### src/rtl/reg_file_mp.sv
// reg_file_mp: multi-port integer register file with optional same-cycle
// write-to-read bypass and a per-register pending scoreboard used by decode
// to spot RAW hazards against producers still in flight.
module reg_file_mp #(
  parameter int NUM_REG        = 32,
  parameter int REG_ADDR_WIDTH = 5,
  parameter int REG_WIDTH      = 32,
  parameter int NUM_RD         = 2,
  parameter int NUM_WR         = 2,
  parameter bit BYPASS         = 1'b1
) (
  input  logic                             clk,
  input  logic                             rst_n,
  input  logic [NUM_RD*REG_ADDR_WIDTH-1:0] rd_addr,
  output logic [NUM_RD*REG_WIDTH-1:0]      rd_data,
  output logic [NUM_RD-1:0]                rd_busy,
  input  logic [NUM_WR-1:0]                wr_en,
  input  logic [NUM_WR*REG_ADDR_WIDTH-1:0] wr_addr,
  input  logic [NUM_WR*REG_WIDTH-1:0]      wr_data,
  input  logic                             alloc_en,
  input  logic [REG_ADDR_WIDTH-1:0]        alloc_addr,
  output logic [NUM_REG-1:0]               pending
);

  logic [REG_WIDTH-1:0]      r_regs [NUM_REG];
  logic [NUM_REG-1:0]        r_pending;
  logic [NUM_REG-1:0]        w_pend_next;
  logic [REG_ADDR_WIDTH-1:0] w_rd_addr [NUM_RD];
  logic [REG_WIDTH-1:0]      w_rd_data [NUM_RD];
  logic [NUM_RD-1:0]         w_rd_busy;
  logic [REG_ADDR_WIDTH-1:0] w_wr_addr [NUM_WR];
  logic [REG_WIDTH-1:0]      w_wr_data [NUM_WR];

  // An address is backed by storage only below NUM_REG; the rest are holes.
  function automatic logic inRange(input logic [REG_ADDR_WIDTH-1:0] a);
    return 32'(a) < 32'(NUM_REG);
  endfunction

  for (genvar k = 0; k < NUM_RD; k++) begin : g_rd
    assign w_rd_addr[k]                        = rd_addr[k*REG_ADDR_WIDTH +: REG_ADDR_WIDTH];
    assign rd_data[k*REG_WIDTH +: REG_WIDTH]   = w_rd_data[k];
    assign rd_busy[k]                          = w_rd_busy[k];
  end

  for (genvar w = 0; w < NUM_WR; w++) begin : g_wr
    assign w_wr_addr[w] = wr_addr[w*REG_ADDR_WIDTH +: REG_ADDR_WIDTH];
    assign w_wr_data[w] = wr_data[w*REG_WIDTH +: REG_WIDTH];
  end

  assign pending = r_pending;

  // Store write-port data; ports are visited in ascending order so the
  // highest-index port targeting the same register lands last and wins.
  always_ff @(posedge clk) begin
    if (!rst_n) begin
      for (int i = 0; i < NUM_REG; i++) begin
        r_regs[i] <= '0;
      end
    end else begin
      for (int w = 0; w < NUM_WR; w++) begin
        if (wr_en[w] && (w_wr_addr[w] != '0) && inRange(w_wr_addr[w])) begin
          r_regs[w_wr_addr[w]] <= w_wr_data[w];
        end
      end
    end
  end

  // Scoreboard next state: writeback clears, alloc sets, and alloc is applied
  // last so a new producer issued alongside a writeback keeps the bit high.
  always_comb begin
    w_pend_next    = r_pending;
    for (int w = 0; w < NUM_WR; w++) begin
      if (wr_en[w] && (w_wr_addr[w] != '0) && inRange(w_wr_addr[w])) begin
        w_pend_next[w_wr_addr[w]] = 1'b0;
      end
    end
    if (alloc_en && (alloc_addr != '0) && inRange(alloc_addr)) begin
      w_pend_next[alloc_addr] = 1'b1;
    end
    w_pend_next[0] = 1'b0;
  end

  // Scoreboard register; reset discards every in-flight allocation.
  always_ff @(posedge clk) begin
    if (!rst_n) begin
      r_pending <= '0;
    end else begin
      r_pending <= w_pend_next;
    end
  end

  // Combinational read: x0 and unbacked addresses read as idle zero; with
  // bypass the highest matching write port overrides storage and hides busy,
  // since the producer is completing in this very cycle.
  always_comb begin
    for (int k = 0; k < NUM_RD; k++) begin
      w_rd_data[k] = '0;
      w_rd_busy[k] = 1'b0;
      if ((w_rd_addr[k] != '0) && inRange(w_rd_addr[k])) begin
        w_rd_data[k] = r_regs[w_rd_addr[k]];
        w_rd_busy[k] = r_pending[w_rd_addr[k]];
        if (BYPASS) begin
          for (int w = 0; w < NUM_WR; w++) begin
            if (wr_en[w] && (w_wr_addr[w] == w_rd_addr[k])) begin
              w_rd_data[k] = w_wr_data[w];
              w_rd_busy[k] = 1'b0;
            end
          end
        end
      end
    end
  end

endmodule

### config.mk
export PLATFORM = sky130hd
export DESIGN_NAME = reg_file_mp
export DESIGN_NICKNAME = d
export VERILOG_FILES = /design/src/rtl/reg_file_mp.sv
export SDC_FILE = /design/constraint.sdc
export NUM_CORES = 2
export LEC_CHECK = 0
export CELL_PAD_IN_SITES_DETAIL_PLACEMENT = 0
export CELL_PAD_IN_SITES_GLOBAL_PLACEMENT = 1
export CORE_MARGIN = 2
export CORE_UTILIZATION = 45
export CTS_CLUSTER_SIZE = 40
export DETAILED_ROUTE_END_ITERATION = 16
export GPL_ROUTABILITY_DRIVEN = 0
export PLACE_DENSITY_LB_ADDON = 0.1
export RECOVER_POWER = 50
export SETUP_SLACK_MARGIN = 0.3
export SKIP_CTS_REPAIR_TIMING = 1
export SYNTH_ARGS = -nofsm -noshare
export SYNTH_HDL_FRONTEND = slang
export SYNTH_SLANG_ARGS = --single-unit
### constraint.sdc
create_clock -name clk -period 11 [get_ports clk]
set_clock_uncertainty 0.1 [all_clocks]
set_input_delay 2.2 -clock clk [delete_from_list [all_inputs] [get_ports clk]]
set_output_delay 2.2 -clock clk [all_outputs]
set_load 0.03 [all_outputs]
Word-level counts from Yosys, hierarchy flattened
Memory sizes are Yosys's and may differ from the RTL's.
Index checks and enable logic that the tools add are counted.
{ "classes": {"n_reduce_logical": 17, "bitwise_logic": 5, "muxes": 38, "magnitude_cmp": 8, "eq_ne": 4} }
{ "op_table": {"columns": ["operator", "n"], "rows": [
  ["32-bit two-way mux", 11],
  ["32-bit AND", 2],
  ["32-bit inverter", 2],
  ["32-bit OR reduction", 2],
  ["32-bit OR", 1],
  ["5-bit by 6-bit < comparator with 1-bit output, second input constant", 5],
  ["5-bit nonzero test", 5],
  ["5-bit equality test", 4],
  ["1-bit two-way mux", 20],
  ["1-bit demux with 5-bit select", 3],
  ["5-bit by 1-bit >= comparator with 1-bit output, second input constant", 3],
  ["1-bit binary-select mux with 5-bit select", 2],
  ["1-bit logical AND", 10],
  ["5-bit two-way mux", 2]
]} }
{ "word_totals": {"wordCells": 75, "regBits": 32, "ramBits": 1024, "memories": 1} }
{ "mem_list": {"columns": ["name", "depth", "width", "rd", "rd_clocked_by_memory_dff", "wr", "line_no", "rtl"], "rows": [
  ["r_regs", 32, 32, 2, 0, 32, "25", "logic [REG_WIDTH-1:0] r_regs [NUM_REG];"]
]} }

Longest topological paths before layout
{ "logic_depth": {"ltp_word": 11, "depth_mapped": 10, "depth_no_buf": 6} }

Least setup slack after synthesis
Ideal clock, no wire load.
{ "synth_timing": {"path_type": "input port to output port", "startpoint": "input rd_addr[1]", "endpoint": "output rd_data[20]", "required_ns": 8.700, "path_buffers": 3, "setup_slack_ns": 4.419, "stages": 8, "t_arrival_ns": 4.281, "cell_sequence": "buf_2 > clkbuf_1 > buf_1 > mux4_2 > mux2_2 > a221oi_1 > nor3_1 > a221o_1"} }
{ "synth_via": {"elab_chain_cells": 5, "elab_cells_between_ends": 9, "cone_classes": "eq/ne: 2; mux: 3; reduce/logical: 3; memory: 1"} }
{ "synth_lines": {"columns": ["item", "line_no", "rtl"], "rows": [
  ["start, declared", "14", "input logic [NUM_RD*REG_ADDR_WIDTH-1:0] rd_addr,"],
  ["parallel branches: the longest is 4 deep, another holds memory 32 x 32 bit", null, null],
  ["32-bit two-way mux *", "99", "if ((w_rd_addr[k] != '0) && inRange(w_rd_addr[k])) begin"],
  ["end, declared", "15", "output logic [NUM_RD*REG_WIDTH-1:0] rd_data,"]
]} }
Mark *: on every way between the ends.

==> results.md <==
- Port bufs: 190
- # rows: 135
- CP max FO: between 40 and 50
- Hold Startpoint: pending[26]
- Power per cell area: ~150 nW/um^2
- Initial DRT Pass Iterations: 6
- Vias: between 40000 and 50000
- Vias in the first global route: between 40000 and 50000
- Highest Clock Rate: approximately 0.11 GHz
- Tcrit/Tclk final: around 87%
- Unrepaired setup endpoints after global routing: false
- Max_cap viols: slightly below 50
- Cell leakage power: approximately 23 nW
- Synth Flop Type: edfxtp_1
- Die Ht: approximately 370 um
- Yosys reg bits: 1055
- CTS Buf Count: 119
- Syn Area/Cell: ~14 sq um
- # clock sinks: around 1100
- Antenna violations before repair: 3
- Initial Utilization: between 40% and 50%
- Synth unique cells: 53
- Async set-reset flop share out of synthesis: 0%
- CP Data Required Time: between 10 and 15 ns
- Final WL: ~260000 um
- Post-Layout Cell Count: a little over 6000
- Comb power frac: between 10% and 20%
- Total Nets Final: about 4300
- Element type at the critical path start: input port
- Arrival time at the worst endpoint: 9.67 ns
- Sequential-to-total area share from yosys stat: 51.2%
- Final Max Tran Viols: roughly 1400
- Post-placement cell area: 64800 sq um
- DP Wirelength: 146000 um
- HP Class: register to register
- Die ar.: 139000 sq um
- Minimum clock period: 9.52 ns
- Reg2reg end: pending[2]
- Final Hold Fails: 0
- Register-to-register setup slack: 10.05 ns
- Final setup fails: 0
- Ports: about 190
- Clock Path Buffers: 3
- Hold EP: pending[26]
- Sw Share: between 20% and 30%
- Setup TNS: 0 ns
- Failing checks: capacitance limit, slew limit
- Clock latency on the worst-skew pair: around 0.73 ns
- Post-route ant nets: 0
- Reg power frac: roughly 47%
- Placed cells: between 5000 and 6000
- CP Capture Type: register
- Post-Syn Instances: approximately 4400
- Hold path cells: 2
- Remaining global-route overflow: 0
- Pwr Total: between 10 and 15 mW
- Internal power consumption: 7.45 mW
- Final Util: between 50% and 60%
- Reg2reg path depth: 2
- Number of synthesized flops with an enable pin: ~1000
- Net Sw Power: 2.81 mW
- Clock share of power: a little under two fifths
- Max-slew headroom: -262%
- Global-route wire length before repair: roughly 360000 um
- GRT Overall Usage: a little under two fifths
- Largest net degree at the start of global routing: around 130
- Maximum VDD drop: 0.000133 V
- Worst-Margin Slew: about 5.4 ns
- Kind of critical path: input port to register
- R2R Path Start: pending[2]
- Cell at the root of the clock tree: clkbuf_16
- Layout cells sized above 1: 20.3%
- Clk slew on worst S/H paths: ~0.06 ns
- Core Region: between 100000 and 150000 sq um
- Vias/cell: just under 8
- Final non-filler cell area: about 68000 sq um
- DIE WIDTH: around 370 um
- DRC: 0
- CTS tree: built
- H-tree Lvls: 3
- Wirelength per Cell: 43.3 um
- Post-Syn Area: between 60000 and 70000 sq um
- Yosys warning count: 0
- Detailed Route Iter0 Violations: between 7000 and 8000
- Outcome: complete, but fails checks
- Area Growth Syn to Fin: 11.3%
[area by class of cell]
cell class / count / area (sq um)
repair buffers: 387 / 3280
clock buffers: 159 / 3170
diodes: 3 / 7.51
multi-input cells: 2619 / 27400
flip-flops and latches: 1055 / 31400
fillers: 11400 / 67100
inverters: 40 / 150
well taps: 1781 / 2230
clock inverters: 65 / 562
[per-stage QoR]
| stage | hold WS, ns | setup WS (ns) |
|---|---|---|
| after floorplan | 0.496 | 4.42 |
| after CTS | 0.409 | 2.55 |
| after detailed placement | 0.399 | 2.55 |
| final | 0.403 | 1.48 |
| after global placement | 0.397 | 2.65 |
| after global routing | 0.432 | 1.66 |
[critical path: stages]
cell and delay (ns):
buf_2 0.09, clkbuf_1 0.73, inv_1 0.32, clkbuf_1 2.92
a21oi_1 0.03, o21ai_0 0.39, clkbuf_1 2.86
[sequential cells by signal, summed over array words and instances, names as in the netlist]
name / count
r_regs: 1024
pending: 31
[synthesized netlist by cell type, drive strengths merged, types with 51 or more instances]
| cell type | n | area share [%] |
|---|---|---|
| clkbuf | 493 | 3.1 |
| buf | 201 | 1.7 |
| nand2 | 75 | 0.46 |
| o22ai | 89 | 0.91 |
| mux2 | 64 | 1.2 |
| nor2 | 78 | 0.48 |
| edfxtp | 1024 | 50 |
| a221oi | 62 | 0.89 |
| nor3 | 51 | 0.42 |
| o221ai | 96 | 1.4 |
| mux4 | 403 | 15 |
| a21oi | 53 | 0.43 |
| mux2i | 317 | 5.2 |
| a22o | 992 | 14 |
| o21ai | 86 | 0.70 |
[kinds of logic after synthesis]
family / count (synthesis) / share of synthesized area, %
AOI/OAI and AO/OA: 1498 / 20.1
DFF: 1055 / 51.2
muxes: 784 / 21.2
buffers and inverters: 734 / 4.99
and+or+nand+nor: 284 / 2.19
xor gates and xnor gates: 20 / 0.286
other: 1 / 0.00612
[metal layers]
| layer | share of wire, % | track usage (%) | up-vias |
|---|---|---|---|
| met2 | 44 | 55.2 | 3725 |
| met3 | 13 | 9.93 | 758 |
| li1 | - | - | 18100 |
| met4 | 4.9 | 16.3 | 4 |
| met1 | 38 | 51.2 | 24500 |
| met5 | 0.0098 | 0 | - |
[worst max-delay path by stage]
stage                           endpoint        from  slack [ns]
after detailed placement     rd_data[41]  wr_addr[7]        2.55
after floorplan              rd_data[20]  rd_addr[1]        4.42
after global routing      r_regs[18][14]       rst_n        1.66
final                     r_regs[18][14]       rst_n        1.48
after CTS                    rd_data[41]  wr_addr[7]        2.55
after global placement        rd_data[0]  rd_addr[3]        2.65
[cell usage in the layout, fill, tap and decap left out, types with 38 or more instances in the layout]
cell | synthesis | routed
nor2_1 | 78 | 38
clkdlybuf4s50_1 | 0 | 141
edfxtp_1 | 1024 | 1024
o22ai_1 | 89 | 89
o221ai_1 | 96 | 94
buf_4 | 10 | 152
mux2i_1 | 317 | 317
a21oi_1 | 53 | 51
a22o_1 | 992 | 992
mux4_2 | 403 | 403
nor2_4 | 0 | 40
a221oi_1 | 62 | 62
clkbuf_1 | 464 | 80
nand2_1 | 75 | 71
inv_1 | 39 | 39
mux2_2 | 64 | 64
clkbuf_16 | 0 | 121
o21ai_0 | 86 | 86
[power groups by stage]
stage | Sequential [mW] | Clock [mW] | Combinational [mW]
after floorplan | 4.82 | 0 | 0.953
after global placement | 4.84 | 0 | 1.52
after detailed placement | 4.86 | 0 | 1.52
after CTS | 4.77 | 3.94 | 1.53
after global routing | 4.81 | 4.10 | 1.59
final | 4.79 | 3.93 | 1.55
No activity file was read; power rests on OpenSTA's default activity.
